==> config.mk <==
export PLATFORM = sky130hd
export DESIGN_NAME = instruction_encoder
export DESIGN_NICKNAME = d
export VERILOG_FILES = /design/src/rtl/riscv_isa_pkg.sv /design/src/rtl/imm_field_packer.sv /design/src/rtl/instruction_encoder.sv
export SDC_FILE = /design/constraint.sdc
export NUM_CORES = 1
export LEC_CHECK = 0
export BUFFER_PORTS_ARGS = -buffer_cell sky130_fd_sc_hd__buf_2
export CORE_MARGIN = 4
export CORE_UTILIZATION = 48
export DETAILED_ROUTE_END_ITERATION = 8
export GPL_ROUTABILITY_DRIVEN = 1
export PLACE_DENSITY = 0.74
export SYNTH_ARGS = -nofsm -noshare
export SYNTH_HDL_FRONTEND = slang
export SYNTH_SLANG_ARGS = --single-unit
==> constraint.sdc <==
create_clock -name clk -period 5.4 [get_ports clk]
set_input_delay 1.08 -clock clk [delete_from_list [all_inputs] [get_ports clk]]
set_output_delay 1.08 -clock clk [all_outputs]
set_load 0.1 [all_outputs]
==> src/rtl/riscv_isa_pkg.sv <==
// Shared RV64 ISA constants: instruction format selectors, major opcodes and
// immediate range helpers used by the encoder (and mirrored by the immediate generator).
package riscv_isa_pkg;

    typedef enum logic [1:0] {
        FMT_I   = 2'd0,
        FMT_S   = 2'd1,
        FMT_B   = 2'd2,
        FMT_RSV = 2'd3
    } fmt_e;

    localparam logic [6:0] OP_IMM    = 7'b0010011;
    localparam logic [6:0] OP_LOAD   = 7'b0000011;
    localparam logic [6:0] OP_JALR   = 7'b1100111;
    localparam logic [6:0] OP_STORE  = 7'b0100011;
    localparam logic [6:0] OP_BRANCH = 7'b1100011;

    // Output stage occupancy; visible as a named signal for checkers.
    typedef enum logic {
        ST_EMPTY = 1'b0,
        ST_FULL  = 1'b1
    } enc_state_e;

    // True when every bit above bit 11 is a copy of bit 11.
    function automatic logic fits_s12(input logic [63:0] v);
        return v[63:11] == {53{v[11]}};
    endfunction

    function automatic logic fits_s13(input logic [63:0] v);
        return v[63:12] == {52{v[12]}};
    endfunction

endpackage

==> src/rtl/imm_field_packer.sv <==
// Combinational packing of register fields and a signed immediate into an
// I/S/B instruction word, with opcode and immediate-range legality checks.
module imm_field_packer
    import riscv_isa_pkg::*;
(
    input  logic [1:0]  fmt,
    input  logic [6:0]  opcode,
    input  logic [2:0]  funct3,
    input  logic [4:0]  rd,
    input  logic [4:0]  rs1,
    input  logic [4:0]  rs2,
    input  logic [63:0] imm,
    output logic [31:0] instr_comb,
    output logic        illegal
);

    logic [31:0] word;

    always_comb begin
        word    = '0;
        illegal = 1'b1;
        case (fmt_e'(fmt))
            FMT_I: begin
                illegal = !((opcode == OP_IMM) || (opcode == OP_LOAD) || (opcode == OP_JALR))
                          || !fits_s12(imm);
                word    = {imm[11:0], rs1, funct3, rd, opcode};
            end
            FMT_S: begin
                illegal = (opcode != OP_STORE) || !fits_s12(imm);
                word    = {imm[11:5], rs2, rs1, funct3, imm[4:0], opcode};
            end
            FMT_B: begin
                // Branch offsets are halfword aligned; bit 0 is not encodable.
                illegal = (opcode != OP_BRANCH) || !fits_s13(imm) || imm[0];
                word    = {imm[12], imm[10:5], rs2, rs1, funct3, imm[4:1], imm[11], opcode};
            end
            default: begin
                illegal = 1'b1;
                word    = '0;
            end
        endcase
    end

    assign instr_comb = illegal ? 32'd0 : word;

endmodule

==> src/rtl/instruction_encoder.sv <==
// Registered instruction encoder: one output slot with valid/ready handshake,
// a running PC for legal words and a saturating error counter.
module instruction_encoder
    import riscv_isa_pkg::*;
#(
    parameter logic [63:0] PC_BASE   = 64'h0,
    parameter int          ERR_CNT_W = 8
) (
    input  logic                 clk,
    input  logic                 reset,
    input  logic                 in_valid,
    output logic                 in_ready,
    input  logic [1:0]           fmt,
    input  logic [6:0]           opcode,
    input  logic [2:0]           funct3,
    input  logic [4:0]           rd,
    input  logic [4:0]           rs1,
    input  logic [4:0]           rs2,
    input  logic [63:0]          imm,
    output logic                 out_valid,
    input  logic                 out_ready,
    output logic [31:0]          instr,
    output logic [63:0]          pc,
    output logic                 err,
    output logic [ERR_CNT_W-1:0] err_count
);

    // Handshake: a transfer happens on a rising edge where valid && ready are
    // both high; out_valid/instr/pc/err hold until the consumer takes them.
    enc_state_e  state_q, state_d;
    logic        accept;
    logic [31:0] instr_comb;
    logic        illegal;
    logic [63:0] next_pc;

    imm_field_packer u_packer (
        .fmt        (fmt),
        .opcode     (opcode),
        .funct3     (funct3),
        .rd         (rd),
        .rs1        (rs1),
        .rs2        (rs2),
        .imm        (imm),
        .instr_comb (instr_comb),
        .illegal    (illegal)
    );

    assign out_valid = (state_q == ST_FULL);
    assign in_ready  = !out_valid || out_ready;
    assign accept    = in_valid && in_ready;

    always_ff @(posedge clk or posedge reset) begin
        if (reset) begin
            state_q <= ST_EMPTY;
        end else begin
            state_q <= state_d;
        end
    end

    always_comb begin
        state_d = state_q;
        case (state_q)
            ST_EMPTY: if (accept) state_d = ST_FULL;
            ST_FULL:  if (!accept && out_ready) state_d = ST_EMPTY;
            default:  state_d = ST_EMPTY;
        endcase
    end

    always_ff @(posedge clk or posedge reset) begin
        if (reset) begin
            instr     <= '0;
            pc        <= PC_BASE;
            err       <= 1'b0;
            err_count <= '0;
            next_pc   <= PC_BASE;
        end else if (accept) begin
            instr <= instr_comb;
            pc    <= next_pc;
            err   <= illegal;
            // Rejected requests are reported but do not occupy an address.
            if (!illegal) begin
                next_pc <= next_pc + 64'd4;
            end else if (err_count != {ERR_CNT_W{1'b1}}) begin
                err_count <= err_count + 1'b1;
            end
        end
    end

endmodule
After elaboration in Yosys (flattened, before gate mapping). Cells that the tools add are included.

Logic and storage cells: 43. Output and inout bits: 107. Register bits: 170.

Reduce and logical (&&, ||, !) cells: 17. Bitwise operators: 2. Multiplexer cells: 6. $add $sub $neg: 2. Equality and inequality tests: 10.

Operator list (number): $pmux 32 s3 (1); $add 64x3->64 const B (1); $eq 52x52->1 (1); $eq 51x51->1 (1); $mux 32 (1); $add 8x1->8 const B (1); $ne 8x8->1 const B (1); $eq 7x2->1 const B (1); $eq 7x5->1 const B (1); $eq 7x7->1 const B (1); $logic_or 1x1->1 (7); $ne 7x6->1 const B (1); $ne 7x7->1 const B (1); $logic_not 1->1 (5); $pmux 1 s3 (1); $reduce_and 3->1 (1); $eq 2x1->1 const B (1); $eq 2x2->1 const B (1); $logic_and 1x1->1 (2); $logic_not 2->1 (1); $mux 1 (2); $not 1->1 (2); $pmux 1 s2 (1); $reduce_and 2->1 (1).

Depth between registers and ports, before layout. Gate-level depths: netlist of the first run.

Word-level depth: 8. Gate-level depth with buffers: 9. Gate-level depth less buffers: 8.

Hierarchy. From an unflattened synthesis of the first run, not the netlist that was laid out.

Cell total of the unflattened synthesis: 763. Area total of the unflattened synthesis: 8072.7 um2.

By module, submodules not included: instruction_encoder (cells each 580, seq. area each 4154.0 um2, instances 1, area each 6935.4 um2); imm_field_packer (cells each 183, seq. area each 0.0 um2, instances 1, area each 1137.3 um2).

Worst setup path after synthesis of the first run. OpenSTA, ideal clock, no wires.

Kind: input -> register. From: in imm[40]. To: reg next_pc[49]. Path slack: 2.092 ns. Data arrival time: 3.229 ns. Path buffers: 1. Cell stages on the path: 8. Cells stage by stage: or4_1 > nor4b_1 > mux2i_1 > nor4_4 > o21ai_2 > buf_2 > nor4_1 > xor2_1.

Word-level cells in the longest chain between the ends: 7. Elaborated cells between the ends (all ways): 11.

RTL lines: start: declaration (line instruction_encoder.sv:19) `input logic [63:0] imm,`; $eq 51x51->1 (line riscv_isa_pkg.sv:30) `return v[63:12] == {52{v[12]}};`; $logic_not 1->1 (line imm_field_packer.sv:34) `illegal = (opcode != OP_BRANCH) || !fits_s13(imm) || imm[0];`; $logic_or 1x1->1 (2 in a row) (line imm_field_packer.sv:34); $pmux 1 s3 (*) (line imm_field_packer.sv:22) `case (fmt_e'(fmt))`; $not 1->1 (no line) (*); $reduce_and 2->1 (no line) (*); end signal: assignment (line instruction_encoder.sv:82) `next_pc <= next_pc + 64'd4;`; end: declaration (line instruction_encoder.sv:34) `logic [63:0] next_pc;`.

Mark *: on every way between the ends. The rest lies on a longest branch, timed or not. A chain may end at the register's enable or synchronous reset.

Worst setup path after layout of the first run.
From: in imm[36]. To: reg instr[25].

Word-level cells in the longest chain between the ends: 6. Elaborated cells between the ends (all ways): 10.

RTL lines: $eq 51x51->1 (line riscv_isa_pkg.sv:30); $logic_not 1->1 (line imm_field_packer.sv:34); $logic_or 1x1->1 (2 in a row) (line imm_field_packer.sv:34); $pmux 1 s3 (*) (line imm_field_packer.sv:22); $mux 32 (*) (line imm_field_packer.sv:44) `assign instr_comb = illegal ? 32'd0 : word;`; end signal: assignment (line instruction_encoder.sv:77) `instr <= instr_comb;`; end: declaration (line instruction_encoder.sv:22) `output logic [31:0] instr,`.

Marked as above.

==> results of run 1 <==
-- critical path: stages --
cell	delay (ns)
buf_2	0.10
or4_1	0.58
nor4b_1	0.35
mux2i_1	0.17
nor4_4	0.47
a41oi_2	0.06
buf_4	0.25
nor2_2	0.63
a22o_1	0.24
-- metrics by stage --
stage | util | cells
2_1_floorplan | - | 806
3_3_place_gp | 0.571 | 1182
3_5_place_dp | 0.571 | 1182
4_1_cts | 0.605 | 1212
5_1_grt | 0.605 | 1212
6_report | 0.605 | 1212
-- cell families (layout without fill, tap and decap cells) --
kind of cell / count (synthesis) / in the layout
mux: 9 / 9
buf+inv: 47 / 242
flops: 166 / 166
xor+xnor: 68 / 68
other cells: 1 / 2
fa+ha+maj: 2 / 2
simple gates: 448 / 448
compound gates: 64 / 64
-- flip-flops by register name, summed over array words and instances (netlist names) --
register,cells
next_pc,62
pc,62
instr,32
err_count,8
err,1
out_valid,1
-- worst paths after layout --
check	from	endpoint	cells past startpoint	slack, ns
worst max-delay path	imm[36]	instr[25]	9	1.82
worst min-delay path	pc[8]	pc[8]	2	0.47
worst max register to register	next_pc[27]	next_pc[52]	7	2.27
worst min register to register	pc[8]	pc[8]	2	0.47
max in group asynchronous	reset	err_count[3]	3	3.87
min in group asynchronous	reset	pc[3]	3	0.92
-- final cells by class --
cell class                      count  area (sq um)
Inverter                            8          33.8
Sequential cell                   166          4150
Tap cell                          211           264
Fill cell                        1402          6090
Multi-Input combinational cell    593          3310
Clock buffer                       22           474
Timing Repair Buffer              204          1050
Clock inverter                      8          52.6
-- Yosys cell counts, types with 8 or more instances --
master / count
clkbuf_1: 27
xor2_1: 56
nand4_1: 25
xnor2_1: 12
nor3_1: 35
inv_1: 8
a21oi_1: 16
a22o_1: 19
nand3_1: 29
nor4_1: 27
and3_1: 11
nor2_1: 39
dfrtp_1: 166
o21ai_0: 16
and4_1: 8
nand2_1: 227
-- power by group through the flow --
stage / sequential (W) / combinational [W] / clock (W)
3_5_place_dp: 0.00132 / 0.000399 / 0
2_1_floorplan: 0.00150 / 0.000113 / 0
5_1_grt: 0.00130 / 0.000423 / 0.00116
6_report: 0.00130 / 0.000396 / 0.00109
4_1_cts: 0.00130 / 0.000400 / 0.00111
3_3_place_gp: 0.00132 / 0.000397 / 0
-- layer usage --
| metal | vias to the layer above | part of all wire | global-route usage |
|---|---|---|---|
| met3 | 37 | 0.054 | 0.0506 |
| met2 | 184 | 0.47 | 0.339 |
| met1 | 3126 | 0.45 | 0.301 |
| met5 | - | 0 | 0 |
| li1 | 3125 | - | - |
| met4 | 0 | 0.027 | 0.0894 |
==> flow_summary.ini, run 1 <==
[logic_synthesis]
synth_top_cell_by_area = dfrtp_1
synth_compound_area_frac = 0.0594
yosys-top-cells-area = dfrtp_1, nand2_1, xor2_1, nor3_1, nor4_1
ys_types = 49
yosys.area_share.xor_xnor = 0.0779
ys_ff_latch = 166
ys_warn_count = 0
synth_top_family_by_area = simple AND/OR/NAND/NOR gates
syn_avg_cell_area_sq_um = 9.50
synth-edff-count = 0
syn_inst = 805
synth.area.mux_share = 0.0121
async_flop_share = 1.00
synth_top_area_frac = 0.543
ys.flop_type = dfrtp_1
yosys.area_share.adder = 0.00327
synth_simple_gate_area_frac = 0.279
yosysSeqAreaShare = 0.543
syn_area_sq_mm = 0.00764

[power_and_ir_drop]
sequentialPowerShare = 0.465
total_power_w = 0.00278
power.density_mw_per_mm2 = 298
p_leak_nw = 5.06
clockPowerShare = 0.392
p_int_w = 0.00197
vdd_drop_max_mv = 0.300
combPwrFrac = 0.142
switching_power_w = 0.000815
netSwitchingFraction = 0.293

[sta]
maxSlewHeadroom = 0.410
min_period_ns = 3.58
finalSetupTns_ns = 0
worst_pin_slew_ns = 0.882
final-max-slew-violation-count = 0
setup-violations-final = 0
setup_slack_ns = 1.82
timing.final.crit_share = 0.663
fmax_mhz = 279
rsz0062_at_grt = false
finalHoldViolCount = 0
skew_ns = 0.00793
holdWs_ns = 0.467

[floorplanning]
fp.coreArea_sq_mm = 0.0154
io_pins = 202
die_y_um = 134
die_area_sq_mm = 0.0180
num_rows = 45
start_util = 0.495
die_w_um = 134

[place]
place_hpwl_um = 13700
routabilityCongestion = 0.875
placed_cell_area_sq_mm = 0.00881
numPortBuffers = 199
place_ws_ns = 1.41

[drt]
wl_per_cell_um = 16.0
drt_pass1_iterations = 6
vias = 6472
vias_per_cell = 5.34
routed_wl_um = 19400
antenna_left = 0
drc_errors = 0
dr.first_iter.drc_count = 392

[clock_network]
cts_resized = 0
clk_pin_slew_ns = 0.06
cts_root_buffer = clkbuf_16
postCtsHoldBufs = 0
cts_num_sinks = 166
cts_tree = yes
cts_max_level = 4
post-cts-setup-buffer-count = 0
cts.path.max_buffers = 2
clkLatencyLatePin_ns = 0.42
numCtsBuffers = 17

[worst_setup_path]
worstPathRequired_ns = 5.76
crit_type = input port to register
cp_max_fo = 24
cp.arrival_ns = 3.94
worstSetupStartpointType = input port
cp-end-kind = register

[layout]
final_cell_mix = nand2_1, buf_2, dfrtp_1, xor2_1, nor2_1
syn2layout_area_growth_pct = 22.2
drive_gt1_frac = 0.248
postLayoutCellArea_sq_mm = 0.00934
antenna_cells = 0
final_common_cell = nand2_1
nets = 1087

[global_routing]
grt_usage = 0.220
antenna_found_initial = 0
overflow = 0
grt_pass1_wl_um = 31700
grt_start_max_net_pins = 167
grt_pass1_vias = 6194

[worst_hold_path]
hold_path.class = register to register

[run]
drv_cap = 0

[run_status]
status = complete, no violations
Note: power is estimated with default switching activity, not from simulation.
==> run 2, diff against run 1 <==
Clock period 5.4 ns to 2.9 ns, I/O delays scaled along.
==> flow_summary.ini, run 2 (same netlist as run 1, synthesis figures left out) <==
[place]
place_ws_ns = -0.400
routabilityCongestion = 0.959
place_hpwl_um = 14100
place_inst = 1216
numPortBuffers = 199

[layout]
nets = 1121
post-route-util = 0.634
instances_no_fill = 1245
final_common_cell = nand2_1
final_cell_mix = nand2_1, buf_2, dfrtp_1, xor2_1, nor2_1
seqCellArea_sq_mm = 0.00415
reg_top3 = next_pc: 62 flops, pc: 62 flops, instr: 32 flops
fillers = 1313
drive_gt1_frac = 0.281
multiInputGateArea_sq_mm = 0.00338
antenna_cells = 0
syn2layout_area_growth_pct = 27.9

[sta]
worst_pin_slew_ns = 0.757
final-max-slew-violation-count = 0
min_period_ns = 2.72
skew_ns = 0.00865
setup-violations-final = 0
setup_slack_ns = 0.179
finalHoldViolCount = 0
timing.final.crit_share = 0.938
holdWs_ns = 0.186
rsz0062_at_grt = false
maxSlewHeadroom = 0.494
fmax_mhz = 368

[worst_setup_path]
cpPeakStageDelay_ns = 0.50
cp-end-kind = register
crit_type = input port to register
worstSetupStartpointType = input port
worstPathRequired_ns = 3.25
crit_top_cell = buf_4
crit_family = simple AND/OR/NAND/NOR gates
cp_slowest_cell = a2111oi_2
crit_path_cell_trace = buf_2, nor4_2, nand4_1, or4_1, buf_4, a2111oi_2, o21ai_4, buf_4, nor3_1, xor2_1
cp.arrival_ns = 3.07
path_buf_inv = 3
cp_max_fo = 11

[drt]
antenna_left = 0
dr.first_iter.drc_count = 524
vias = 6521
vias_per_cell = 5.24
drt_pass1_iterations = 5
drc_errors = 0
routed_wl_um = 19600
wl_per_cell_um = 15.7

[run_status]
status = complete, no violations

[clock_network]
cts_root_buffer = clkbuf_16
postCtsHoldBufs = 0
clkLatencyLatePin_ns = 0.42
cts_max_level = 4
cts_tree = yes
cts_num_sinks = 166
numCtsBuffers = 17
clk_pin_slew_ns = 0.06
cts.path.max_buffers = 2

[floorplanning]
fp.coreArea_sq_mm = 0.0154
die_w_um = 134
io_pins = 202
die_area_sq_mm = 0.0180
die_y_um = 134
start_util = 0.495
num_rows = 45

[power_and_ir_drop]
vdd_drop_max_mv = 0.664
netSwitchingFraction = 0.274
p_leak_nw = 5.27
clockPowerShare = 0.424
power.density_mw_per_mm2 = 563
p_int_w = 0.00400
sequentialPowerShare = 0.438
switching_power_w = 0.00151
combPwrFrac = 0.138

[global_routing]
overflow = 0
grt_pass1_vias = 6423
antenna_found_initial = 0
grt_start_max_net_pins = 89
grt_usage = 0.223
grt_pass1_wl_um = 32400

[run]
drv_cap = 0

[worst_hold_path]
hold_path.class = input port to async pin
==> run 2: cell count changes in the layout (fill, tap and decap cells not counted), sizes merged <==
cell / change
clkinv: -2
buf: +34
bufinv: +4
clkbuf: -3
==> run 2: what timing repair did <==
| action | in CTS | in global routing |
|---|---|---|
| setup endpoints to repair | 0 | 49 |
| setup buffers | 0 | 0 |
| resized for setup | 0 | 9 |
==> run 2: power by group through the flow <==
stage / clock (W) / combinational [W] / sequential (W)
final: 0.00233 / 0.000759 / 0.00241
after detailed placement: 0 / 0.000762 / 0.00245
after global routing: 0.00248 / 0.000811 / 0.00242
after CTS: 0.00238 / 0.000764 / 0.00241
after global placement: 0 / 0.000755 / 0.00245
after floorplan: 0 / 0.000211 / 0.00280
==> run 2: layout make-up <==
cell class / count / share of cell area
clock buffers: 19 / 0.0463
well taps: 211 / 0.0270
flip-flops and latches: 166 / 0.425
multi-input cells: 593 / 0.346
inverters: 8 / 0.00346
repair buffers: 238 / 0.137
clock inverters: 10 / 0.0159
==> run 2: layer usage <==
metal | part of all wire | track usage | routed length (um)
met1 | 0.46 | 0.307 | 8990
met5 | 0 | 0 | 0
met2 | 0.47 | 0.353 | 9190
met4 | 0.017 | 0.0662 | 342
met3 | 0.054 | 0.0551 | 1060
==> run 2: final timing paths <==
kind | startpoint | endpoint | slack [ns] | cells past startpoint
max | imm[24] | next_pc[29] | 0.18 | 10
min | reset | pc[2] | 0.19 | 2
max reg2reg | next_pc[10] | next_pc[38] | 0.31 | 6
min reg2reg | instr[0] | instr[0] | 0.47 | 2
max in group asynchronous | reset | next_pc[35] | 1.91 | 3
min in group clk | rs1[3] | instr[18] | 0.37 | 2
==> run 2: per-stage QoR <==
| step | setup TNS (ns) | cell area, sq um | power, W |
|---|---|---|---|
| floorplan | 0 | 7650 | 0.00301 |
| global placement | -18.78 | 9110 | 0.00321 |
| detailed placement | -20.92 | 9110 | 0.00322 |
| CTS | 0 | 9710 | 0.00556 |
| global route | 0 | 9780 | 0.00571 |
| finish | 0 | 9780 | 0.00550 |
==> run 2: worst register-to-register path: stages (launching register included) <==
cell and delay, ns:
dfrtp_1 0.46, nand4_1 0.14, or3_1 0.50, or3_1 0.47, or2_2 0.42, nor4_1 0.35
xor2_1 0.19
